==> src/rtl/dmem_arbiter_if.sv <==
// Bus bundle between the two data-memory requesters, the arbiter and the data memory.
// The arbiter connects through the slave modport; the requester/memory side uses master.
interface dmem_arbiter_if #(
  parameter int ADDR_W = 8,
  parameter int DATA_W = 32
);
  logic              req0;
  logic              req1;
  logic              we0;
  logic              we1;
  logic [ADDR_W-1:0] addr0;
  logic [ADDR_W-1:0] addr1;
  logic [DATA_W-1:0] wdata0;
  logic [DATA_W-1:0] wdata1;
  logic              gnt0;
  logic              gnt1;
  logic              rvalid0;
  logic              rvalid1;
  logic [DATA_W-1:0] rdata;
  logic [ADDR_W-1:0] mem_addr;
  logic [DATA_W-1:0] mem_write_data;
  logic              mem_read;
  logic              mem_write;
  logic [DATA_W-1:0] mem_read_data;
  logic              busy;

  modport slave (
    input  req0, req1, we0, we1, addr0, addr1, wdata0, wdata1, mem_read_data,
    output gnt0, gnt1, rvalid0, rvalid1, rdata,
           mem_addr, mem_write_data, mem_read, mem_write, busy
  );

  modport master (
    output req0, req1, we0, we1, addr0, addr1, wdata0, wdata1, mem_read_data,
    input  gnt0, gnt1, rvalid0, rvalid1, rdata,
           mem_addr, mem_write_data, mem_read, mem_write, busy
  );
endinterface

==> src/rtl/dmem_arbiter.sv <==
// Two-port arbiter/sequencer for the single-port data memory (IDLE -> CMD -> RESP).
// Define DMEM_ARB_ROUND_ROBIN_EN for round-robin ties; otherwise port 0 has fixed priority.
module dmem_arbiter #(
  parameter int ADDR_W = 8,
  parameter int DATA_W = 32
) (
  input  logic           clk,
  input  logic           reset,
  dmem_arbiter_if.slave  bus
);

  typedef enum logic [1:0] {
    IDLE = 2'd0,
    CMD  = 2'd1,
    RESP = 2'd2
  } state_t;

  state_t            state_q, state_d;
  logic              winner_q, winner_d;
  logic              we_q, we_d;
  logic [ADDR_W-1:0] mem_addr_q, mem_addr_d;
  logic [DATA_W-1:0] mem_wdata_q, mem_wdata_d;
  logic [DATA_W-1:0] rdata_q, rdata_d;
  logic              win1;

`ifdef DMEM_ARB_ROUND_ROBIN_EN
  logic              last_q, last_d;

  // On a tie the port not recorded in last_q wins.
  always_comb begin
    win1 = bus.req1 & (~bus.req0 | ~last_q);
  end
`else
  always_comb begin
    win1 = bus.req1 & ~bus.req0;
  end
`endif

  always_comb begin
    state_d     = state_q;
    winner_d    = winner_q;
    we_d        = we_q;
    mem_addr_d  = mem_addr_q;
    mem_wdata_d = mem_wdata_q;
    rdata_d     = rdata_q;
`ifdef DMEM_ARB_ROUND_ROBIN_EN
    last_d      = last_q;
`endif
    case (state_q)
      IDLE: begin
        if (bus.req0 | bus.req1) begin
          winner_d    = win1;
          we_d        = win1 ? bus.we1    : bus.we0;
          mem_addr_d  = win1 ? bus.addr1  : bus.addr0;
          mem_wdata_d = win1 ? bus.wdata1 : bus.wdata0;
`ifdef DMEM_ARB_ROUND_ROBIN_EN
          last_d      = win1;
`endif
          state_d     = CMD;
        end
      end
      CMD: begin
        state_d = we_q ? IDLE : RESP;
      end
      RESP: begin
        rdata_d = bus.mem_read_data;
        state_d = IDLE;
      end
      default: begin
        state_d = IDLE;
      end
    endcase
  end

  always_ff @(posedge clk) begin
    if (reset) begin
      state_q     <= IDLE;
      winner_q    <= 1'b0;
      we_q        <= 1'b0;
      mem_addr_q  <= '0;
      mem_wdata_q <= '0;
      rdata_q     <= '0;
`ifdef DMEM_ARB_ROUND_ROBIN_EN
      last_q      <= 1'b1;
`endif
    end else begin
      state_q     <= state_d;
      winner_q    <= winner_d;
      we_q        <= we_d;
      mem_addr_q  <= mem_addr_d;
      mem_wdata_q <= mem_wdata_d;
      rdata_q     <= rdata_d;
`ifdef DMEM_ARB_ROUND_ROBIN_EN
      last_q      <= last_d;
`endif
    end
  end

  assign bus.gnt0           = (state_q == CMD) & ~winner_q;
  assign bus.gnt1           = (state_q == CMD) &  winner_q;
  assign bus.mem_read       = (state_q == CMD) & ~we_q;
  assign bus.mem_write      = (state_q == CMD) &  we_q;
  assign bus.mem_addr       = mem_addr_q;
  assign bus.mem_write_data = mem_wdata_q;
  assign bus.busy           = (state_q != IDLE);

  // Memory data arrives during RESP; a reset landing in RESP suppresses the response.
  assign bus.rvalid0 = (state_q == RESP) & ~winner_q & ~reset;
  assign bus.rvalid1 = (state_q == RESP) &  winner_q & ~reset;
  assign bus.rdata   = (state_q == RESP) ? bus.mem_read_data : rdata_q;

endmodule

==> src/flat_wrapper.sv <==
// flat-port wrapper written by rule: the top's interface ports become plain ports
module dmem_arbiter_flat 
#(
  parameter int ADDR_W = 8,
  parameter int DATA_W = 32
)
  (clk, reset, bus_req0, bus_req1, bus_we0, bus_we1, bus_addr0, bus_addr1, bus_wdata0, bus_wdata1, bus_mem_read_data, bus_gnt0, bus_gnt1, bus_rvalid0, bus_rvalid1, bus_rdata, bus_mem_addr, bus_mem_write_data, bus_mem_read, bus_mem_write, bus_busy);
  dmem_arbiter_if #(.ADDR_W(ADDR_W), .DATA_W(DATA_W)) bus_i ();
  input  logic clk;
  input  logic reset;
  input wire logic [$bits(bus_i.req0)-1:0] bus_req0;
  input wire logic [$bits(bus_i.req1)-1:0] bus_req1;
  input wire logic [$bits(bus_i.we0)-1:0] bus_we0;
  input wire logic [$bits(bus_i.we1)-1:0] bus_we1;
  input wire logic [$bits(bus_i.addr0)-1:0] bus_addr0;
  input wire logic [$bits(bus_i.addr1)-1:0] bus_addr1;
  input wire logic [$bits(bus_i.wdata0)-1:0] bus_wdata0;
  input wire logic [$bits(bus_i.wdata1)-1:0] bus_wdata1;
  input wire logic [$bits(bus_i.mem_read_data)-1:0] bus_mem_read_data;
  output wire logic [$bits(bus_i.gnt0)-1:0] bus_gnt0;
  output wire logic [$bits(bus_i.gnt1)-1:0] bus_gnt1;
  output wire logic [$bits(bus_i.rvalid0)-1:0] bus_rvalid0;
  output wire logic [$bits(bus_i.rvalid1)-1:0] bus_rvalid1;
  output wire logic [$bits(bus_i.rdata)-1:0] bus_rdata;
  output wire logic [$bits(bus_i.mem_addr)-1:0] bus_mem_addr;
  output wire logic [$bits(bus_i.mem_write_data)-1:0] bus_mem_write_data;
  output wire logic [$bits(bus_i.mem_read)-1:0] bus_mem_read;
  output wire logic [$bits(bus_i.mem_write)-1:0] bus_mem_write;
  output wire logic [$bits(bus_i.busy)-1:0] bus_busy;
  assign bus_i.req0 = bus_req0;
  assign bus_i.req1 = bus_req1;
  assign bus_i.we0 = bus_we0;
  assign bus_i.we1 = bus_we1;
  assign bus_i.addr0 = bus_addr0;
  assign bus_i.addr1 = bus_addr1;
  assign bus_i.wdata0 = bus_wdata0;
  assign bus_i.wdata1 = bus_wdata1;
  assign bus_i.mem_read_data = bus_mem_read_data;
  assign bus_gnt0 = bus_i.gnt0;
  assign bus_gnt1 = bus_i.gnt1;
  assign bus_rvalid0 = bus_i.rvalid0;
  assign bus_rvalid1 = bus_i.rvalid1;
  assign bus_rdata = bus_i.rdata;
  assign bus_mem_addr = bus_i.mem_addr;
  assign bus_mem_write_data = bus_i.mem_write_data;
  assign bus_mem_read = bus_i.mem_read;
  assign bus_mem_write = bus_i.mem_write;
  assign bus_busy = bus_i.busy;
  dmem_arbiter #(.ADDR_W(ADDR_W), .DATA_W(DATA_W)) u_core (.clk(clk), .reset(reset), .bus(bus_i));
endmodule
==> config.mk <==
export PLATFORM = sky130hd
export DESIGN_NAME = dmem_arbiter_flat
export DESIGN_NICKNAME = d
export VERILOG_FILES = /design/src/rtl/dmem_arbiter_if.sv /design/src/rtl/dmem_arbiter.sv /design/src/flat_wrapper.sv
export SDC_FILE = /design/constraint.sdc
export NUM_CORES = 1
export LEC_CHECK = 0
export BUFFER_PORTS_ARGS = -buffer_cell sky130_fd_sc_hd__buf_4
export CORE_MARGIN = 1.5
export CORE_UTILIZATION = 44
export CTS_CLUSTER_DIAMETER = 200
export DETAILED_ROUTE_END_ITERATION = 16
export PLACE_DENSITY = 0.81
export SETUP_SLACK_MARGIN = 0.4
export SLEW_MARGIN = 0
export SYNTH_ARGS = -nofsm -noshare
export SYNTH_HDL_FRONTEND = slang
export SYNTH_SLANG_ARGS = --single-unit
==> constraint.sdc <==
create_clock -name clk -period 1.5 [get_ports clk]
set_input_delay 0 -clock clk [delete_from_list [all_inputs] [get_ports clk]]
set_output_delay 0 -clock clk [all_outputs]
set_load 0.02 [all_outputs]
==> summary.md, run 1 <==
| Metric | Value |
|---|---|
| Mapped Avg Cell Area | 9.26 sq um |
| Initial Util | 0.457 |
| Sequential share of the synthesized area | 0.454 |
| Port Buf Inserts | 196 |
| Placed cell count | 634 |
| Yosys reg bits | 76 |
| Syn. warnings | 0 |
| Err | [ERROR DPL-0038] Utilization greater than 100%, impossible to legalize |
| RD Place Congestion | about 0.80 |
| Post-Place Worst Slack | between 0.09 and 0.1 ns |
| Dpl hpwl | 7180 um |
| Die Span X | 90.3 um |
| Status | stopped before the end |
| CTS Buf Count | 9 |
| Crit. endpoint post-GRT repair | bus_rdata[8] |
| Clock root buffer master | clkbuf_8 |
| CTS sink count | 76 |
| Post-Syn Area | approximately 3400 sq um |
| Row count | 31 |
| Die H | between 90 and 100 um |
| Halt Stage | global routing |
| Mapped Cells | between 300 and 400 |
| Syn nets | 480 |
| Clk buf depth | 2 |
| CTS H-tree depth | 3 |
| Largest net degree at the start of global routing | 45 |
| I/O pins | around 200 |
| Synth unique cells | 19 |
| Worst endpoint pin kind | top-level output |
## through the flow
| stage | hold slack (ns) | instance area, sq um |
|---|---|---|
| after floorplan | 0.160 | 3380 |
| after global placement | 0.276 | 4940 |
| after detailed placement | 0.284 | 4940 |
| after CTS | 0.00141 | 6650 |
## kinds of logic after synthesis
kind of cell | share of synthesized area
AO/OA/AOI/OAI | 0.171
multiplexers | 0.138
flip-flops | 0.454
buffers and inverters | 0.0590
AND/OR/NAND/NOR | 0.178
## Yosys cell counts
| cell | number | area [sq um] |
|---|---|---|
| inv_1 | 3 | 11.3 |
| nor3_1 | 2 | 10.0 |
| a311oi_1 | 41 | 359 |
| mux2_4 | 27 | 405 |
| nor3b_1 | 2 | 15.0 |
| buf_6 | 3 | 33.8 |
| nor2b_1 | 34 | 213 |
| buf_4 | 1 | 7.51 |
| dfxtp_1 | 76 | 1520 |
| or2_2 | 1 | 6.26 |
| clkbuf_1 | 12 | 45.0 |
| a21oi_1 | 42 | 210 |
| o21ai_0 | 1 | 5.00 |
| mux2_2 | 5 | 56.3 |
| nand2_1 | 83 | 312 |
| nor2_1 | 6 | 22.5 |
| nand2b_1 | 2 | 12.5 |
| nor2_2 | 1 | 6.26 |
| buf_2 | 20 | 100 |
## timing repair
item,in CTS
gates cloned,9
hold buffers,85
pin swaps,11
hold endpoints to repair,44
setup buffers,13
setup endpoints to repair,112
gates resized for setup,68
==> inputs of run 2 (changes only) <==
Settings changed: CORE_UTILIZATION 44 to 40, CTS_CLUSTER_DIAMETER 200 to not set, PLACE_DENSITY 0.81 to not set, PLACE_DENSITY_LB_ADDON set to 0.15, SETUP_SLACK_MARGIN 0.4 to not set.
==> run 2 against run 1 <==
  * The flow now finishes, with violations (setup timing)
  * Synthesized cell count stayed put
  * Synthesized area stayed put
==> summary.md, run 2 <==
| Metric | Value |
|---|---|
| Status | complete, but fails checks |
| Violated checks | setup timing |
| Buf/Inv on CP | 3 |
| Top-count cell post-synth | nand2_1 |
| Clk_skew | between 0.007 and 0.008 ns |
| Syn. warnings | 0 (unchanged) |
| Worst path cell trace | nor2b_4 > buf_6 > clkbuf_16 > mux2_4 > buf_6 |
| RSZ-0062 raised after global routing | true |
| CTS H-tree depth | 3 (unchanged) |
| R2r startpoint | u_core.state_q[0] |
| Vias in the first global route | approximately 3.8k |
| Final worst path period share | 1.05 |
| R2R depth | 6 |
| Largest net degree at the start of global routing | between 50 and 60 |
| Largest area contributor in the synthesized netlist | dfxtp_1 |
| Fill count | about 530 |
| Mapped Avg Cell Area | 9.26 sq um (unchanged) |
| Synth area leaders | dfxtp_1 (45%), mux2_4 (12%), a311oi_1 (11%), nand2_1 (9.3%), nor2b_1 (6.3%) |
| Period minus WS final | 1.58 ns |
| Layout Nets | 759 |
| Post-Syn Area | 3350 sq um (unchanged) |
| Crit path required time | around 1.5 ns |
| Fin area | about 6300 sq um |
| Most used cell, CP | buf_6 |
| RD Place Congestion | 0.772 (-3.5%) |
| Mapped Cells | 362 (unchanged) |
| Power per cell area | slightly above 900 nW/um^2 |
| Worst path depth | 5 |
| Max Slew Vio Count | 0 |
| Slowest cell on crit path | dfxtp_4 |
| Clock transition at path regs | roughly 0.08 ns |
| Sequential share of the synthesized area | 0.454 (unchanged) |
| Initial DRT Pass Iterations | 5 |
| Synth unique cells | 19 (unchanged) |
| CTS sink count | 76 (unchanged) |
| Die H | 94.5 um (+4.7%) |
| Leak Pwr | approximately 2.9 nW |
| Worst EP arrival | between 1.5 and 2 ns |
| Hold slack final | 0.0151 ns |
| Initial Util | 0.410 (-0.0472) |
| TritonCTS clock tree | yes |
| Fmax | around 630 MHz |
| Placement Cell Area | 4920 sq um (-0.41%) |
| Wire per inst | roughly 16 um |
| Post-Place Worst Slack | 0.0919 ns (-0.00272 ns) |
| Synth top cells by count | nand2_1 (83), dfxtp_1 (76), a21oi_1 (42) |
| Vias/cell | 5.11 |
| Most frequent cells in the layout | buf_4 (173), dlygate4sd3_1 (88), nand2_1 (83), dfxtp_1 (74), a21oi_1 (42) |
| Grt ovf | 0 |
| Slew HR | 0.614 |
| Post-synth EDFFs | 0 (unchanged) |
| Die Span X | 94.5 um (+4.7%) |
| Routed wire length | approximately 12,000 um |
| Setup TNS | -1.93 ns |
| Critical R2R Capture | u_core.bus.mem_write_data[31] |
| Max_cap viols | 0 |
| Row count | 33 (+6.5%) |
| Clk buf depth | 2 (unchanged) |
| Share of cells above drive strength 1 | 0.421 |
| Worst skew pair latency | between 0.3 and 0.4 ns |
| DRT iter0 DRCs | 139 |
| Flop2flop setup slack | 0.08 ns |
| Biggest cell delay along the critical path | about 0.36 ns |
| Antenna-violating nets left | 0 |
| Die ar. | 8940 sq um |
| Syn nets | 480 (unchanged) |
| Top cell type's share of synthesized area | 0.454 (unchanged) |
| Clock root buffer master | clkbuf_8 |
| Ys flop type | dfxtp_1 |
| Diodes inserted | 0 |
| Fin. Hold Viols | 0 |
| Total Routing Usage GR | 0.258 |
| Port Buf Inserts | 196 (unchanged) |
| Vias after detailed routing | about 3.8k |
| Setup WS post-layout | -0.0824 ns |
| CTS Buf Count | 9 (unchanged) |
| Crit Path Class | register to primary output |
| Startpoint types | register |
| Worst-path maximum fanout | 4 |
| Syn-to-layout area delta | 88.7% |
| Final-report setup violation count | 27 |
| Element type at the critical path end | primary output |
| Setup crit end | bus_rdata[10] |
| First-pass GRT wire length | roughly 18,000 um |
| Crit. Startpoint | u_core.state_q[0] |
| Commonest non-fill, non-tap cell in the layout | buf_4 |
| Top delay family on crit path | buffers and inverters |
| Drc violations | 0 |
| Initial antenna violation count | 0 |
| Dpl hpwl | 6580 um (-8.3%) |
| Yosys reg bits | 76 (unchanged) |
| Hold/Removal Path Class | primary input to register |
| Worst-margin pin slew | about 0.58 ns |
| Placeable Area | 8180 sq um |
| VDD IR max | about 0.58 mV |
| I/O pins | 197 (unchanged) |
| Fraction of registers with async set/reset | 0 (unchanged) |
[run 2: cell families after synthesis]
group	after synthesis	synth area share
DFF	76	0.454
and+or+nand+nor	131	0.178
AOI/OAI and AO/OA	84	0.171
muxes	32	0.138
buffers and inverters	39	0.0590
[run 2: power breakdown]
group | switching (mW) | internal [mW]
Combinational | 0.811 | 0.930
Clock | 0.768 | 1.11
Sequential | 0.0902 | 2.18
[run 2: stage by stage]
step                std cells   util  power [mW]
floorplan                 362      -        3.08
global placement          640  0.602        3.73
detailed placement        640  0.602        3.75
CTS                       750  0.769        5.89
global route              751  0.773        6.15
finish                    751  0.773        5.89
[run 2: layout make-up]
type / count / area, sq um / share of cell area
tap: 105 / 131 / 0.0208
timing repair buffer: 304 / 2730 / 0.432
sequential: 76 / 1530 / 0.241
inverter: 3 / 11.3 / 0.00178
clock buffer: 10 / 128 / 0.0202
multi-input combinational: 247 / 1690 / 0.267
clock inverter: 6 / 113 / 0.0178
[run 2: worst reg2reg max path, stage by stage (launching register included)]
cell	delay, ns
dfxtp_4	0.36
buf_4	0.14
nor2_4	0.11
inv_1	0.10
nor2_2	0.13
buf_4	0.28
a311oi_1	0.16
[run 2: how the worst min path moves through the flow]
stage / start / to / slack, ns / cells after the start
after global routing: bus_mem_read_data[6] / u_core.rdata_q[6] / 0.0006 / 3
after detailed placement: bus_wdata1[22] / u_core.bus.mem_write_data[22] / 0.28 / 3
after global placement: bus_wdata0[8] / u_core.bus.mem_write_data[8] / 0.28 / 3
final: bus_mem_read_data[9] / u_core.rdata_q[9] / 0.02 / 3
after floorplan: bus_wdata0[31] / u_core.bus.mem_write_data[31] / 0.16 / 2
after CTS: bus_mem_read_data[31] / u_core.rdata_q[31] / 0.0006 / 3
[run 2: metal layers]
layer	track usage	up-vias	wire length (um)
met1	0.300	1765	4670
met2	0.433	212	5710
met4	0.136	0	442
met3	0.0709	44	1040
met5	0	-	0
li1	-	1819	-
[run 2: what timing repair did]
item,CTS,global route
setup endpoints to repair,34,34
endpoints found under the hold margin,46,0
gates cloned,2,1
hold buffers,88,0
setup buffers,4,1
gates resized for setup,44,9
Note: power is estimated with default switching activity, not from simulation.
